`src/rtl/usb_tx_scheduler_pkg.sv`:
```
// Shared PIDs, scheduler state and response encodings for the USB TX scheduler.
package usb_pkg;

    localparam logic [3:0] PID_IN    = 4'b1001;
    localparam logic [3:0] PID_ACK   = 4'b0010;
    localparam logic [3:0] PID_NAK   = 4'b1010;
    localparam logic [3:0] PID_DATA0 = 4'b0011;
    localparam logic [3:0] PID_DATA1 = 4'b1011;

    typedef enum logic [2:0] {
        ST_IDLE,
        ST_TURNAROUND,
        ST_SEND_NAK,
        ST_SEND_DATA,
        ST_WAIT_ACK
    } sched_state_t;

    typedef enum logic {
        RESP_NAK,
        RESP_DATA
    } resp_t;

    // DATA PID selected by the current toggle bit (1 = DATA1).
    function automatic logic [3:0] data_pid(input logic toggle);
        return toggle ? PID_DATA1 : PID_DATA0;
    endfunction

endpackage

```
`src/rtl/usb_tx_scheduler_if.sv`:
```
// Token receiver / transmit datapath signals seen by the TX scheduler.
interface usb_tx_scheduler_if;
    logic       rx_token_valid;
    logic [3:0] rx_pid;
    logic       rx_addr_match;
    logic       fifo_ready;
    logic       tx_byte_req;
    logic       tx_done;
    logic       tx_start;
    logic [3:0] tx_pid;
    logic       tx_last;
    logic       fifo_r_enable;
    logic       is_txing;
    logic       data_toggle;

    // Scheduler side.
    modport slave (
        input  rx_token_valid, rx_pid, rx_addr_match, fifo_ready, tx_byte_req, tx_done,
        output tx_start, tx_pid, tx_last, fifo_r_enable, is_txing, data_toggle
    );

    // Receiver / transmitter / FIFO side.
    modport master (
        output rx_token_valid, rx_pid, rx_addr_match, fifo_ready, tx_byte_req, tx_done,
        input  tx_start, tx_pid, tx_last, fifo_r_enable, is_txing, data_toggle
    );
endinterface

```
`src/rtl/usb_tx_scheduler_flex_counter.sv`:
```
// Cycle timer with synchronous clear, count enable and a programmable last value.
module flex_counter #(
    parameter int WIDTH = 8
) (
    input  logic             clk,
    input  logic             rst,
    input  logic             clear_i,
    input  logic             enable_i,
    input  logic [WIDTH-1:0] rollover_val_i,
    output logic             rollover_flag_o
);

    logic [WIDTH-1:0] count_q, count_d;

    // Clear wins over enable; the count wraps to 0 after the last value.
    always_comb begin
        count_d = count_q;
        if (clear_i)
            count_d = '0;
        else if (enable_i)
            count_d = (count_q == rollover_val_i) ? '0 : count_q + 1'b1;
    end

    // Count register.
    always_ff @(posedge clk or posedge rst) begin
        if (rst) count_q <= '0;
        else     count_q <= count_d;
    end

    assign rollover_flag_o = (count_q == rollover_val_i);

endmodule

```
`src/rtl/usb_tx_scheduler.sv`:
```
// Decides whether/what/when the device answers a token, paces payload FIFO
// reads during a data packet and tracks the DATA0/DATA1 toggle.
module usb_tx_scheduler
    import usb_pkg::*;
#(
    parameter int PKT_BYTES       = 64,
    parameter int TURNAROUND_CYC  = 16,   // must be >= 2
    parameter int ACK_TIMEOUT_CYC = 144
) (
    input  logic                clk,
    input  logic                rst,
    usb_tx_scheduler_if.slave   bus
);

    localparam int TMR_W = $clog2((TURNAROUND_CYC > ACK_TIMEOUT_CYC) ? TURNAROUND_CYC
                                                                      : ACK_TIMEOUT_CYC);
    localparam int CNT_W = $clog2(PKT_BYTES + 1);

    localparam logic [TMR_W-1:0] TURN_LAST = TMR_W'(TURNAROUND_CYC - 1);
    localparam logic [TMR_W-1:0] ACK_LAST  = TMR_W'(ACK_TIMEOUT_CYC - 1);
    localparam logic [CNT_W-1:0] CNT_FULL  = CNT_W'(PKT_BYTES);
    localparam logic [CNT_W-1:0] CNT_LAST  = CNT_W'(PKT_BYTES - 1);

    sched_state_t     state_q;
    resp_t            resp_q;
    logic             tx_start_q;
    logic             is_txing_q;
    logic             data_toggle_q;
    logic [3:0]       tx_pid_q;
    logic [CNT_W-1:0] byte_cnt_q;

    logic             tok_accept;
    logic             pop;
    logic             tmr_clr;
    logic             tmr_en;
    logic             tmr_roll;
    logic [TMR_W-1:0] tmr_last;

    // ACK in IDLE is a stray handshake; everything else addressed to us gets an answer.
    assign tok_accept = bus.rx_token_valid && bus.rx_addr_match && (bus.rx_pid != PID_ACK);

    // Pop is combinational so the FIFO byte is ready in the request cycle.
    assign pop = bus.tx_byte_req && is_txing_q && (state_q == ST_SEND_DATA)
              && (byte_cnt_q < CNT_FULL);

    // Timer control: the token cycle itself is counted so the registered
    // tx_start lands exactly TURNAROUND_CYC cycles after the token.
    always_comb begin
        tmr_clr  = 1'b1;
        tmr_en   = 1'b0;
        tmr_last = ACK_LAST;
        case (state_q)
            ST_IDLE: begin
                tmr_last = TURN_LAST;
                if (tok_accept) begin
                    tmr_clr = 1'b0;
                    tmr_en  = 1'b1;
                end
            end
            ST_TURNAROUND: begin
                tmr_last = TURN_LAST;
                tmr_clr  = 1'b0;
                tmr_en   = 1'b1;
            end
            ST_WAIT_ACK: begin
                tmr_clr = bus.rx_token_valid;
                tmr_en  = 1'b1;
            end
            default: ;
        endcase
    end

    flex_counter #(.WIDTH(TMR_W)) u_timer (
        .clk             (clk),
        .rst             (rst),
        .clear_i         (tmr_clr),
        .enable_i        (tmr_en),
        .rollover_val_i  (tmr_last),
        .rollover_flag_o (tmr_roll)
    );

    // Scheduler FSM with registered outputs and the inline payload byte counter.
    always_ff @(posedge clk or posedge rst) begin
        if (rst) begin
            state_q       <= ST_IDLE;
            resp_q        <= RESP_NAK;
            tx_start_q    <= 1'b0;
            is_txing_q    <= 1'b0;
            data_toggle_q <= 1'b1;
            tx_pid_q      <= PID_NAK;
            byte_cnt_q    <= '0;
        end else begin
            tx_start_q <= 1'b0;
            case (state_q)
                ST_IDLE: begin
                    if (tok_accept) begin
                        // FIFO readiness is frozen here for the whole packet.
                        resp_q  <= (bus.rx_pid == PID_IN && bus.fifo_ready) ? RESP_DATA
                                                                            : RESP_NAK;
                        state_q <= ST_TURNAROUND;
                    end
                end
                ST_TURNAROUND: begin
                    if (tmr_roll) begin
                        tx_start_q <= 1'b1;
                        is_txing_q <= 1'b1;
                        byte_cnt_q <= '0;
                        if (resp_q == RESP_DATA) begin
                            tx_pid_q <= data_pid(data_toggle_q);
                            state_q  <= ST_SEND_DATA;
                        end else begin
                            tx_pid_q <= PID_NAK;
                            state_q  <= ST_SEND_NAK;
                        end
                    end
                end
                ST_SEND_NAK: begin
                    if (bus.tx_done) begin
                        is_txing_q <= 1'b0;
                        state_q    <= ST_IDLE;
                    end
                end
                ST_SEND_DATA: begin
                    if (pop)
                        byte_cnt_q <= byte_cnt_q + 1'b1;
                    if (bus.tx_done) begin
                        is_txing_q <= 1'b0;
                        state_q    <= ST_WAIT_ACK;
                    end
                end
                ST_WAIT_ACK: begin
                    // Any packet ends the wait; only ACK advances the toggle.
                    if (bus.rx_token_valid) begin
                        if (bus.rx_pid == PID_ACK)
                            data_toggle_q <= ~data_toggle_q;
                        state_q <= ST_IDLE;
                    end else if (tmr_roll) begin
                        state_q <= ST_IDLE;
                    end
                end
                default: state_q <= ST_IDLE;
            endcase
        end
    end

    assign bus.tx_start      = tx_start_q;
    assign bus.tx_pid        = tx_pid_q;
    assign bus.tx_last       = (state_q == ST_SEND_DATA) && (byte_cnt_q == CNT_LAST);
    assign bus.fifo_r_enable = pop;
    assign bus.is_txing      = is_txing_q;
    assign bus.data_toggle   = data_toggle_q;

endmodule

```
`src/flat_wrapper.sv`:
```
// flat-port wrapper written by rule: the top's interface ports become plain ports
module usb_tx_scheduler_flat import usb_pkg::*;
#(
    parameter int PKT_BYTES       = 64,
    parameter int TURNAROUND_CYC  = 16,                  
    parameter int ACK_TIMEOUT_CYC = 144
)
  (clk, rst, bus_rx_token_valid, bus_rx_pid, bus_rx_addr_match, bus_fifo_ready, bus_tx_byte_req, bus_tx_done, bus_tx_start, bus_tx_pid, bus_tx_last, bus_fifo_r_enable, bus_is_txing, bus_data_toggle);
  usb_tx_scheduler_if bus_i ();
  input  logic clk;
  input  logic rst;
  input wire logic [$bits(bus_i.rx_token_valid)-1:0] bus_rx_token_valid;
  input wire logic [$bits(bus_i.rx_pid)-1:0] bus_rx_pid;
  input wire logic [$bits(bus_i.rx_addr_match)-1:0] bus_rx_addr_match;
  input wire logic [$bits(bus_i.fifo_ready)-1:0] bus_fifo_ready;
  input wire logic [$bits(bus_i.tx_byte_req)-1:0] bus_tx_byte_req;
  input wire logic [$bits(bus_i.tx_done)-1:0] bus_tx_done;
  output wire logic [$bits(bus_i.tx_start)-1:0] bus_tx_start;
  output wire logic [$bits(bus_i.tx_pid)-1:0] bus_tx_pid;
  output wire logic [$bits(bus_i.tx_last)-1:0] bus_tx_last;
  output wire logic [$bits(bus_i.fifo_r_enable)-1:0] bus_fifo_r_enable;
  output wire logic [$bits(bus_i.is_txing)-1:0] bus_is_txing;
  output wire logic [$bits(bus_i.data_toggle)-1:0] bus_data_toggle;
  assign bus_i.rx_token_valid = bus_rx_token_valid;
  assign bus_i.rx_pid = bus_rx_pid;
  assign bus_i.rx_addr_match = bus_rx_addr_match;
  assign bus_i.fifo_ready = bus_fifo_ready;
  assign bus_i.tx_byte_req = bus_tx_byte_req;
  assign bus_i.tx_done = bus_tx_done;
  assign bus_tx_start = bus_i.tx_start;
  assign bus_tx_pid = bus_i.tx_pid;
  assign bus_tx_last = bus_i.tx_last;
  assign bus_fifo_r_enable = bus_i.fifo_r_enable;
  assign bus_is_txing = bus_i.is_txing;
  assign bus_data_toggle = bus_i.data_toggle;
  usb_tx_scheduler #(.PKT_BYTES(PKT_BYTES), .TURNAROUND_CYC(TURNAROUND_CYC), .ACK_TIMEOUT_CYC(ACK_TIMEOUT_CYC)) u_core (.clk(clk), .rst(rst), .bus(bus_i));
endmodule
```
`config.mk`:
```
export PLATFORM = sky130hd
export DESIGN_NAME = usb_tx_scheduler_flat
export DESIGN_NICKNAME = d
export VERILOG_FILES = /design/src/rtl/usb_tx_scheduler_pkg.sv /design/src/rtl/usb_tx_scheduler_if.sv /design/src/rtl/usb_tx_scheduler_flex_counter.sv /design/src/rtl/usb_tx_scheduler.sv /design/src/flat_wrapper.sv
export SDC_FILE = /design/constraint.sdc
export NUM_CORES = 1
export LEC_CHECK = 0
export CORE_MARGIN = 2
export CORE_UTILIZATION = 40
export DETAILED_ROUTE_END_ITERATION = 12
export DONT_BUFFER_PORTS = 1
export SLEW_MARGIN = 20
export SYNTH_ARGS = -nofsm -noshare
export SYNTH_HDL_FRONTEND = slang
export SYNTH_HIERARCHICAL = 1
export SYNTH_SLANG_ARGS = --single-unit
```
`constraint.sdc`:
```
create_clock -name clk -period 2.1 [get_ports clk]
set_clock_uncertainty 0.15 [all_clocks]
set_input_delay 0.315 -clock clk [delete_from_list [all_inputs] [get_ports clk]]
set_output_delay 0.315 -clock clk [all_outputs]
set_load 0.01 [all_outputs]
```
==> flow_summary_export.csv <==
group,metric,value,unit
outcome,run_status,"finished, final reports clean",
power_and_ir_drop,power.switching,0.643,mW
synth,postSynthRegisterBits,24,
power_and_ir_drop,power.leakage,0.745,nW
global_routing,grt_antenna_before_repair,0,
clocking,cts.sink_count,24,
die,die_y,65.3,um
die,starting_density_of_the_core,0.414,
clocking,clock_tree.root_cell,"sky130_fd_sc_hd__clkbuf_8",
timing,hold_slack,0.0609,ns
worst_setup_path,critPathBufInv,2,
route,drcViolationCount,0,
layout,num-nets-final,174,
layout,fill_cells,342,
power_and_ir_drop,power.switching_fraction,0.363,
placement,gp_congestion,0.838,
route,average_via_count_per_standard_cell,5.29,
global_routing,first_global_vias,1128,
clocking,clk_pin_slew,0.09,ns
power_and_ir_drop,power.share.clock,0.227,
worst_setup_path,reg2regPathDepth,8,
hold_path,timing.hold.worst_endpoint,"u_core/state_q[2]",
timing,grt_setup_unrepaired,"true",
clocking,clock_tree.htree_level_count,1,
route,vias,1101,
global_routing,grt.overflow.total,0,
power_and_ir_drop,power_per_cell_area,1030,mW/mm^2
die,chipWidth,65.3,um
route,detail-route-antenna-nets,0,
clocking,tritoncts.num_buffers,3,
clocking,max-clock-path-buffers,2,
layout,finalCoreUtilization,0.476,
clocking,insertion_delay,0.26,ns
power_and_ir_drop,power.ir.vdd_worst,0.343,mV
placement,count_of_port_buffers_added_during_placement,0,
worst_setup_path,slowest_library_cell_on_the_worst_path,"sky130_fd_sc_hd__dfrtp_1",
die,core_region_area,0.00363,mm^2
route,drtPass1Iterations,4,
worst_setup_path,worst_ep_arrival_time,2.04,ns
placement,dpl_cell_area,0.00157,mm^2
worst_setup_path,critical_path_peak_fanout,14,
die,num_io_pins,20,
timing,post_route_setup_slack,0.0545,ns
global_routing,grt_util_met3,0.0291,
layout,insertedDiodeCount,0,
global_routing,gr-max-usage-layer,"met2",
global_routing,grt_pass1_wl,5.11,mm
synth,postSynthAreaPerCell,10.5,um^2
synth,yosys-top-cells-count,"22 x sky130_fd_sc_hd__dfrtp_1, 10 x sky130_fd_sc_hd__nand2_1, 10 x sky130_fd_sc_hd__xnor2_1",
layout,fraction_of_final_layout_cells_sized_beyond_drive_strength_1,0.256,
placement,pre_cts_slack,0.0418,ns
timing,max_freq,489,MHz
synth,netlist_area,0.00150,mm^2
global_routing,globalRouteTotalUtil,0.151,
power_and_ir_drop,seq_power_share,0.405,
synth,yosys.cell_count.top_type,"sky130_fd_sc_hd__dfrtp_1",
timing,final.setup.tns,0,ns
worst_setup_path,crit-reg2reg-launch,"u_core/state_q[2]",
synth,synth_area_leader_cell,"sky130_fd_sc_hd__dfrtp_1",
layout,area_growth_from_synthesis_to_layout,15.0,%
synth,synthFlopType,"sky130_fd_sc_hd__dfrtp_1",
layout,final_design_area_no_fill,0.00173,mm^2
synth,yosys.cell_types.count,51,
timing,setup-violations-final,0,
global_routing,met2_usage,0.276,
hold_path,min_from,"bus_tx_done",
global_routing,largest_net_degree_at_the_start_of_global_routing,17,
timing,final-max-slew-violation-count,0,
route,wirelength,3.00,mm
timing,max_slew_margin,0.586,
job,drv.max_cap_violation_count,0,
power_and_ir_drop,internal_power,1.13,mW
synth,async_sr_flop_fraction,1.00,
hold_path,worstHoldPathCells,2,
worst_setup_path,timing_worst_setup_path_type,"reg2reg",
synth,yosysTopAreaCellShare,0.366,
worst_setup_path,critical-path-max-stage-delay,0.39,ns
synth,synth-edff-count,0,
timing,worst_slew_pin_slew,0.621,ns
hold_path,worstHoldPathType,"in2reg",
timing,final_hold_viols,0,
timing,period_minus_slack,2.05,ns
worst_setup_path,startpoint_class_of_the_critical_path,"flop",
worst_setup_path,regToRegEndpoint,"u_core/u_timer/count_q[3]",
synth,synth_seq_area_share,0.401,
synth,syn-instance-count,143,
route,detail_route.iter0.violations,51,
synth,yosysWarnings,6,
die,die-area,0.00427,mm^2
worst_setup_path,cp_cell_sequence,"buf_4 -> or3b_1 -> nor2_1 -> a21oi_1 -> buf_4 -> o2111ai_2 -> xor2_1 -> nor3_1",
worst_setup_path,cp_data_required_time,2.09,ns
die,placement_rows,22,
worst_setup_path,timing.critical_path.to_type,"flop",
synth,synth.area.top_cells,"sky130_fd_sc_hd__dfrtp_1 37%, sky130_fd_sc_hd__xnor2_1 5.8%, sky130_fd_sc_hd__dfstp_2 3.5%, sky130_fd_sc_hd__buf_6 3.0%, sky130_fd_sc_hd__xor2_1 2.9%",
power_and_ir_drop,pwr-share-comb,0.367,
worst_setup_path,critical-path-top-delay-family,"simple AND/OR/NAND/NOR gates",
worst_setup_path,r2r_slack,0.05,ns
route,wl_per_cell,14.4,um
worst_setup_path,crit_path_frequent_cell,"sky130_fd_sc_hd__buf_4",
timing,final_min_period_over_clock_period,0.974,
placement,hpwl,2.24,mm
global_routing,met1_usage,0.188,
clocking,clock_tree_from_tritoncts,"done",
layer usage:
metal,part of all wire,routed length (um)
met1,0.45,1340
met2,0.51,1540
met3,0.034,103
met4,0.0060,18
met5,0,0
stage by stage:
step / std cells / total power, mW
floorplan: 150 / 1.22
finish: 208 / 1.77
global route: 208 / 1.90
CTS: 205 / 1.75
global placement: 199 / 1.31
detailed placement: 199 / 1.33
cell families after synthesis:
family,count (synthesis),share of synthesized area
and+or+nand+nor,50,0.243
buffers and inverters,18,0.0865
other,2,0.00499
muxes,2,0.0133
xor gates and xnor gates,15,0.0874
adders and majority gates,2,0.0166
AOI/OAI and AO/OA,30,0.147
DFF,24,0.401
final cells by class:
cell class	instances	area [um^2]	share of cell area
multi-input combinational	108	837	0.484
clock buffer	3	41.3	0.0239
timing repair buffer	15	123	0.0709
clock inverter	1	30.0	0.0174
inverter	9	33.8	0.0195
sequential	24	604	0.349
tap	48	60.1	0.0347
worst max-delay path by stage:
| stage | start | end | cells after the start |
|---|---|---|---|
| 6_report | u_core/state_q[2] | u_core/u_timer/count_q[3] | 8 |
| 4_1_cts | u_core/state_q[2] | u_core/byte_cnt_q[5] | 10 |
| 3_5_place_dp | u_core/state_q[2] | u_core/byte_cnt_q[5] | 10 |
| 2_1_floorplan | u_core/state_q[1] | u_core/byte_cnt_q[5] | 10 |
| 3_3_place_gp | u_core/state_q[2] | u_core/byte_cnt_q[5] | 10 |
| 5_1_grt | u_core/state_q[2] | u_core/byte_cnt_q[5] | 10 |
registers in the layout (all words and copies together) (netlist names):
name,count
u_core/resp_q,1
u_core/u_timer/count_q,8
u_core/bus.is_txing,1
u_core/bus.tx_start,1
u_core/bus.tx_pid,2
u_core/bus.data_toggle,1
u_core/byte_cnt_q,7
u_core/state_q,3
power by group through the flow:
stage	Clock, mW	Sequential [mW]	Combinational [mW]
after floorplan	0	0.697	0.520
after global placement	0	0.717	0.592
after detailed placement	0	0.720	0.609
after CTS	0.420	0.713	0.617
after global routing	0.430	0.736	0.730
final	0.403	0.719	0.652
timing repair:
action,in CTS,in global routing
buffers inserted,0,2
gates resized for setup,0,10
endpoints found under the hold margin,23,0
setup endpoints to repair,0,10
hold buffers,2,0
cells in the final DEF (no fill, tap or decap), types with 2 or more instances in the layout:
cell,count
sky130_fd_sc_hd__mux2i_1,2
sky130_fd_sc_hd__conb_1,9
sky130_fd_sc_hd__nand2_1,10
sky130_fd_sc_hd__inv_2,3
sky130_fd_sc_hd__inv_1,6
sky130_fd_sc_hd__nor3_2,3
sky130_fd_sc_hd__clkbuf_8,3
sky130_fd_sc_hd__nor3_1,5
sky130_fd_sc_hd__and3_1,2
sky130_fd_sc_hd__nand3b_1,2
sky130_fd_sc_hd__a21boi_1,2
sky130_fd_sc_hd__or3_1,2
sky130_fd_sc_hd__nor2_1,3
sky130_fd_sc_hd__and3b_1,3
sky130_fd_sc_hd__o2111ai_2,3
sky130_fd_sc_hd__xnor2_1,9
sky130_fd_sc_hd__buf_4,10
sky130_fd_sc_hd__a21oi_1,3
sky130_fd_sc_hd__dlygate4sd3_1,2
sky130_fd_sc_hd__buf_6,2
sky130_fd_sc_hd__xor2_1,5
sky130_fd_sc_hd__nand2b_1,2
sky130_fd_sc_hd__nand3_1,3
sky130_fd_sc_hd__o21a_1,2
sky130_fd_sc_hd__dfstp_2,2
sky130_fd_sc_hd__ha_1,2
sky130_fd_sc_hd__o21ai_0,6
sky130_fd_sc_hd__dfrtp_1,21
sky130_fd_sc_hd__nand4_1,4
sky130_fd_sc_hd__a31oi_1,2
Power figures use the tool's default switching activity.
